File: src/rtl/mul_seq.sv
// mul_seq: iterative 32x32 multiplier for the M-extension mul/mulh/mulhu ops.
// A radix-2 shift-add engine retires one multiplier bit per cycle (LSB first).
// Signed mulh works on operand magnitudes and negates the 64-bit product at the end.
// Each operation is one launch cycle in IDLE, then 32 BUSY cycles, then one DONE cycle.
//
// Ports
//   clk    : single clock; all state changes on the rising edge
//   rst    : synchronous reset, active high
//   start  : M-extension instruction present; sampled only in IDLE
//   op     : 00 mul (low word), 01 mulh (signed, high word),
//            11 mulhu (unsigned, high word), 10 reserved (treated as mul)
//   a, b   : rs1 / rs2 operands; captured at launch
//   stall  : holds PC/fetch and suppresses regwrite; combinational
//   done   : one-cycle pulse in DONE; result is valid for writeback
//   result : selected product word; held until the next DONE or reset
module mul_seq (
    input  logic        clk,
    input  logic        rst,
    input  logic        start,
    input  logic [1:0]  op,
    input  logic [31:0] a,
    input  logic [31:0] b,
    output logic        stall,
    output logic        done,
    output logic [31:0] result
);

    typedef enum logic [1:0] {IDLE, BUSY, DONE} state_t;

    state_t      state, state_nxt;
    logic [4:0]  count;
    logic [63:0] acc;
    logic [63:0] mcand;     // multiplicand, shifted left one bit per step
    logic [31:0] mplier;    // multiplier, shifted right one bit per step
    logic        neg;       // product must be negated (mulh with opposite signs)
    logic        hi;        // select high product word

    logic        signed_op;
    logic [31:0] mag_a, mag_b;
    logic [63:0] acc_nxt, prod;

    // Only mulh is signed. The magnitude of 0x80000000 is 0x80000000, which is
    // correct when it is read as unsigned.
    assign signed_op = (op == 2'b01);
    assign mag_a     = (signed_op && a[31]) ? (~a + 32'd1) : a;
    assign mag_b     = (signed_op && b[31]) ? (~b + 32'd1) : b;

    // On the final BUSY step acc_nxt is the full unsigned product.
    assign acc_nxt = acc + (mplier[0] ? mcand : 64'd0);
    assign prod    = neg ? (~acc_nxt + 64'd1) : acc_nxt;

    always_ff @(posedge clk) begin
        if (rst) state <= IDLE;
        else     state <= state_nxt;
    end

    always_comb begin
        state_nxt = state;
        stall     = 1'b0;
        done      = 1'b0;
        case (state)
            IDLE: begin
                if (start) begin
                    state_nxt = BUSY;
                    stall     = 1'b1;
                end
            end
            BUSY: begin
                stall = 1'b1;
                if (count == 5'd31) state_nxt = DONE;
            end
            DONE: begin
                done      = 1'b1;
                state_nxt = IDLE;
            end
            default: state_nxt = IDLE;
        endcase
        // Reset overrides the outputs, so an aborted op never pulses done or stalls.
        if (rst) begin
            stall = 1'b0;
            done  = 1'b0;
        end
    end

    always_ff @(posedge clk) begin
        if (rst) begin
            count  <= 5'd0;
            acc    <= 64'd0;
            mcand  <= 64'd0;
            mplier <= 32'd0;
            neg    <= 1'b0;
            hi     <= 1'b0;
            result <= 32'd0;
        end else begin
            case (state)
                IDLE: begin
                    if (start) begin
                        count  <= 5'd0;
                        acc    <= 64'd0;
                        mcand  <= {32'd0, mag_a};
                        mplier <= mag_b;
                        neg    <= signed_op & (a[31] ^ b[31]);
                        hi     <= op[0];
                    end
                end
                BUSY: begin
                    acc    <= acc_nxt;
                    mcand  <= {mcand[62:0], 1'b0};
                    mplier <= {1'b0, mplier[31:1]};
                    count  <= count + 5'd1;
                    // Register the result as DONE is entered. It is then visible
                    // during the done pulse and held afterwards.
                    if (count == 5'd31)
                        result <= hi ? prod[63:32] : prod[31:0];
                end
                default: ;
            endcase
        end
    end

endmodule
File: config.mk
export PLATFORM = sky130hd
export DESIGN_NAME = mul_seq
export DESIGN_NICKNAME = d
export VERILOG_FILES = /design/src/rtl/mul_seq.sv
export SDC_FILE = /design/constraint.sdc
export NUM_CORES = 1
export LEC_CHECK = 0
export CAP_MARGIN = 20
export CELL_PAD_IN_SITES_DETAIL_PLACEMENT = 2
export CELL_PAD_IN_SITES_GLOBAL_PLACEMENT = 2
export CORE_UTILIZATION = 35
export DETAILED_ROUTE_END_ITERATION = 12
export PLACE_DENSITY_LB_ADDON = 0.05
export SKIP_LAST_GASP = 1
export SYNTH_ARGS = -nofsm -noshare
export SYNTH_HDL_FRONTEND = slang
export SYNTH_SLANG_ARGS = --single-unit
File: constraint.sdc
create_clock -name clk -period 7.2 [get_ports clk]
set_clock_uncertainty 0.1 [all_clocks]
set_input_delay 1.44 -clock clk [delete_from_list [all_inputs] [get_ports clk]]
set_output_delay 1.44 -clock clk [all_outputs]
set_load 0.05 [all_outputs]
==> impl_results.md <==
* Outcome: complete, no violations
* Initial antenna violation count at 1
* Max-slew violations at 0
* Simple-gate portion of the synthesized area at 27.64%
* Hold Path Class: reg -> reg
* Global route overflow at 0
* Longest Clk Path Bufs at 3
* R2r setup slk at 0.38 ns
* WS Path Type: reg -> reg
* RSZ-0062 raised after global routing: no
* Final Cycle Share at a little over nine tenths
* Worst r2r src: mplier[0]
* Port Buffers at slightly above 100
* Largest net degree at the start of global routing at 84
* CTS root buffer: clkbuf_16
* Total GRT Usage at between 20 and 30%
* CTS tree: done
* FF-to-FF path depth at 15
* Worst Setup Start Kind: flop
* Worst Hold Path EP: result[7]
* CP Capture Type: flop
* Drt initial violations at 953
* Post-CTS resize count at 0
* Hold Path Origin: result[7]
* Fmax at approximately 150 MHz
* Post-DR vias/cell at 6.060
* Total wire length at around 68000 um
* Cell Area, Synth at around 0.016 mm2
* Syn_area_per_cell at a little over 7 um2
* Relative slew slack at around a quarter
* DIE AREA at ~0.046 mm2
* Worst skew pair latency at 0.57 ns
* Worst Tran Pin Value at about 1.1 ns
* Layout area overhead at 14.47%
* Synth Area in XOR/XNOR at 7.428%
* Clock sinks at 201
* DR vias at roughly 17k
* Worst r2r dst: result[27]
* Multiplexer share of the synthesized area at 1.211%
* Compound-Gate Fraction of Synth Area at 28.48%
* Setup WS post-layout at ~0.38 ns
* Clk slew on worst S/H paths at around 0.06 ns
* CORE AREA at roughly 0.045 mm2
* Syn Nets at approximately 2.3k
* Hold Violations, Final at 0
* Cell count after synthesis at 2197
* Inserted Clock Buffers at 25
* Main combinational cell family by area after synthesis: compound AO/OA/AOI/OAI gates
* Setup WS pre-CTS at around 0.48 ns
* Worst EP required at roughly 7.6 ns
* Crit path max-delay cell type: a2111oi_0
* Die Span Y at 215.3 um
* #FFs+latches synth at around 200
* # fillers at 5322
* Most frequent cell on the critical path: nor3_1
* Starting density of the core at a little over a third
* DRC violations left at 0
* Setup Viol. Count Final at 0
* DRT Pass-1 Iters at 5
* Max FO, Critical Path at 37
* Setup Fix Bufs, Post-CTS at 0
* CP cell instances: buf_4 -> and2_1 -> ha_1 -> nand4_1 -> nor3_1 -> nand2_1 -> a2111oi_0 -> nor4_2 -> o21bai_1 -> xor2_1 -> nor3_1 -> nand3_1 -> or4b_1 -> a41o_1 -> o21ai_1
* Static leakage at between 6 and 7 nW
* Htree depth at 1
* Ant. Diodes at 0
* Post-synth EDFFs at 0
* # IOs at roughly 100
* GPL Wtd Cong at just over 0.9
* Worst path max stage delay at 0.95 ns
* Top_reg_cell synth: dfxtp_1
* Seq/Total Area, Yosys at between 20% and 30%
* Max Cap Viol at 0
* Die X at about 220 um
* Vias in the first global route at 18.02k
* CTS hold repair buffers at 0
* Routed Antenna Nets at 0
* Synth Warn # at 0
* Async SR Flop Fraction at 0%
* First-pass GRT wire length at 106600 um
* Core Rows at 77
* Fin Setup TNS at 0 ns
* Crit path DAT at 7.22 ns
* Hold Path Stages at 2
* Total Nets Final at around 2.3k
* HPWL after DPL at roughly 53000 um
* Drt wl/cell at approximately 24 um
* Synth Area in Adders at ~5.5%
* Netlist cell types at 90
* Layout cell share with drive strength beyond 1 at 6.012%
* Worst vdd ir at about 0.00017 V
* Fin crit period at ~6.8 ns
* PwrDens at around 160 mW/mm2
-- cell families (layout without fill, tap and decap cells) --
| group | Yosys count | after routing |
|---|---|---|
| adder cells (fa/ha/maj) | 69 | 69 |
| AND/OR/NAND/NOR | 883 | 883 |
| buffers and inverters | 182 | 214 |
| AO/OA/AOI/OAI | 708 | 708 |
| flip-flops | 201 | 201 |
| XOR/XNOR | 135 | 135 |
| multiplexers | 19 | 19 |
-- worst max path at each step --
stage | start | end | slack, ns | cells past startpoint
2_1_floorplan | mplier[0] | result[31] | 2.22 | 19
3_3_place_gp | mplier[0] | result[27] | 0.54 | 15
3_5_place_dp | mplier[0] | result[27] | 0.48 | 15
4_1_cts | mplier[0] | result[27] | 0.46 | 15
5_1_grt | mplier[0] | result[31] | 0.005 | 15
6_report | mplier[0] | result[27] | 0.38 | 15
-- final cells by class --
| type | instances | area, um2 | share of cell area [%] |
|---|---|---|---|
| multi-input combinational | 1814 | 11230 | 61.62 |
| sequential | 201 | 4026 | 22.10 |
| timing repair buffer | 136 | 1275 | 6.997 |
| tap | 592 | 740.7 | 4.065 |
| clock buffer | 32 | 681.9 | 3.742 |
| clock inverter | 14 | 150.1 | 0.8240 |
| inverter | 32 | 120.1 | 0.6592 |
-- registers in the layout, indices dropped and copies added, names as in the netlist --
signal / flops
acc: 64
count: 5
hi: 1
mcand: 64
mplier: 32
neg: 1
result: 32
state: 2
-- stage by stage --
stage	power [mW]	util (%)	instances	hold WS, ns	area [um2]
floorplan	1.523	-	2197	0.3368	15920
global placement	1.693	39.06	2774	0.3387	17380
detailed placement	1.709	39.06	2774	0.3451	17380
CTS	3.015	40.93	2820	0.3569	18220
global route	3.105	40.94	2821	0.3751	18220
finish	2.983	40.94	2821	0.3529	18220
-- power by group --
group	switching, mW	internal (mW)
Combinational	0.333	0.183
Sequential	0.0272	1.14
Clock	0.548	0.748
Total	0.909	2.07
-- worst max-delay path, delay by kind of cell, from the launching register on --
kind            cells  cell delay, ns
fa+ha+maj           1            0.36
buf+inv             1            0.44
simple gates        8            3.03
flops               1            0.92
xor+xnor            1            0.29
compound gates      4            1.58
-- per-layer routing --
metal / global-route usage, % / up-vias / routed length, um
li1: - / 8070 / -
met3: 2.350 / 91 / 2139
met2: 48.91 / 316 / 32020
met4: 9.409 / 0 / 2077
met1: 38.70 / 8619 / 32000
met5: 0 / - / 0
-- synth_stat cells, drive strengths merged, types with 13 or more instances --
cell | instances | area [um2]
dfxtp | 201 | 4024
a21o | 25 | 187.7
nor2 | 167 | 626.9
mux2i | 17 | 170.2
inv | 31 | 116.4
nor4 | 28 | 245.2
a221oi | 14 | 135.1
o31ai | 26 | 195.2
o21ai | 108 | 548.0
o211ai | 13 | 102.6
a31oi | 31 | 193.9
buf | 26 | 130.1
xor2 | 54 | 473.0
and2 | 82 | 513.0
or3 | 20 | 130.1
clkbuf | 124 | 465.5
ha | 68 | 850.8
nand3 | 113 | 565.5
a22oi | 76 | 570.6
xnor2 | 81 | 709.4
nand4 | 44 | 296.5
a21oi | 279 | 1419
nand2 | 303 | 1140
nor3 | 40 | 200.2
o21a | 21 | 157.7
a211oi | 21 | 177.7
and4 | 14 | 122.6
-- cell usage in the layout, fill, tap and decap left out, types with 8 or more instances in the layout --
master	count
nand2b_1	9
o21bai_1	12
dfxtp_1	199
clkbuf_16	25
nor3_1	40
xnor2_1	81
nor3b_1	10
o21a_1	21
o21ai_0	94
o21ai_1	12
o211ai_1	12
a211oi_1	16
or4_1	12
o31ai_1	26
clkdlybuf4s50_1	101
nand3_1	113
and4_1	14
a31oi_1	31
nor4_1	20
nor2_1	166
or3_1	19
buf_4	33
a22oi_1	76
o41ai_1	12
mux2i_1	17
ha_1	68
nand2_1	301
xor2_1	54
inv_1	30
a221oi_1	12
a21o_1	25
and2_1	80
a21oi_1	273
nand4_1	42
o221ai_1	8
Power figures use the tool's default switching activity.
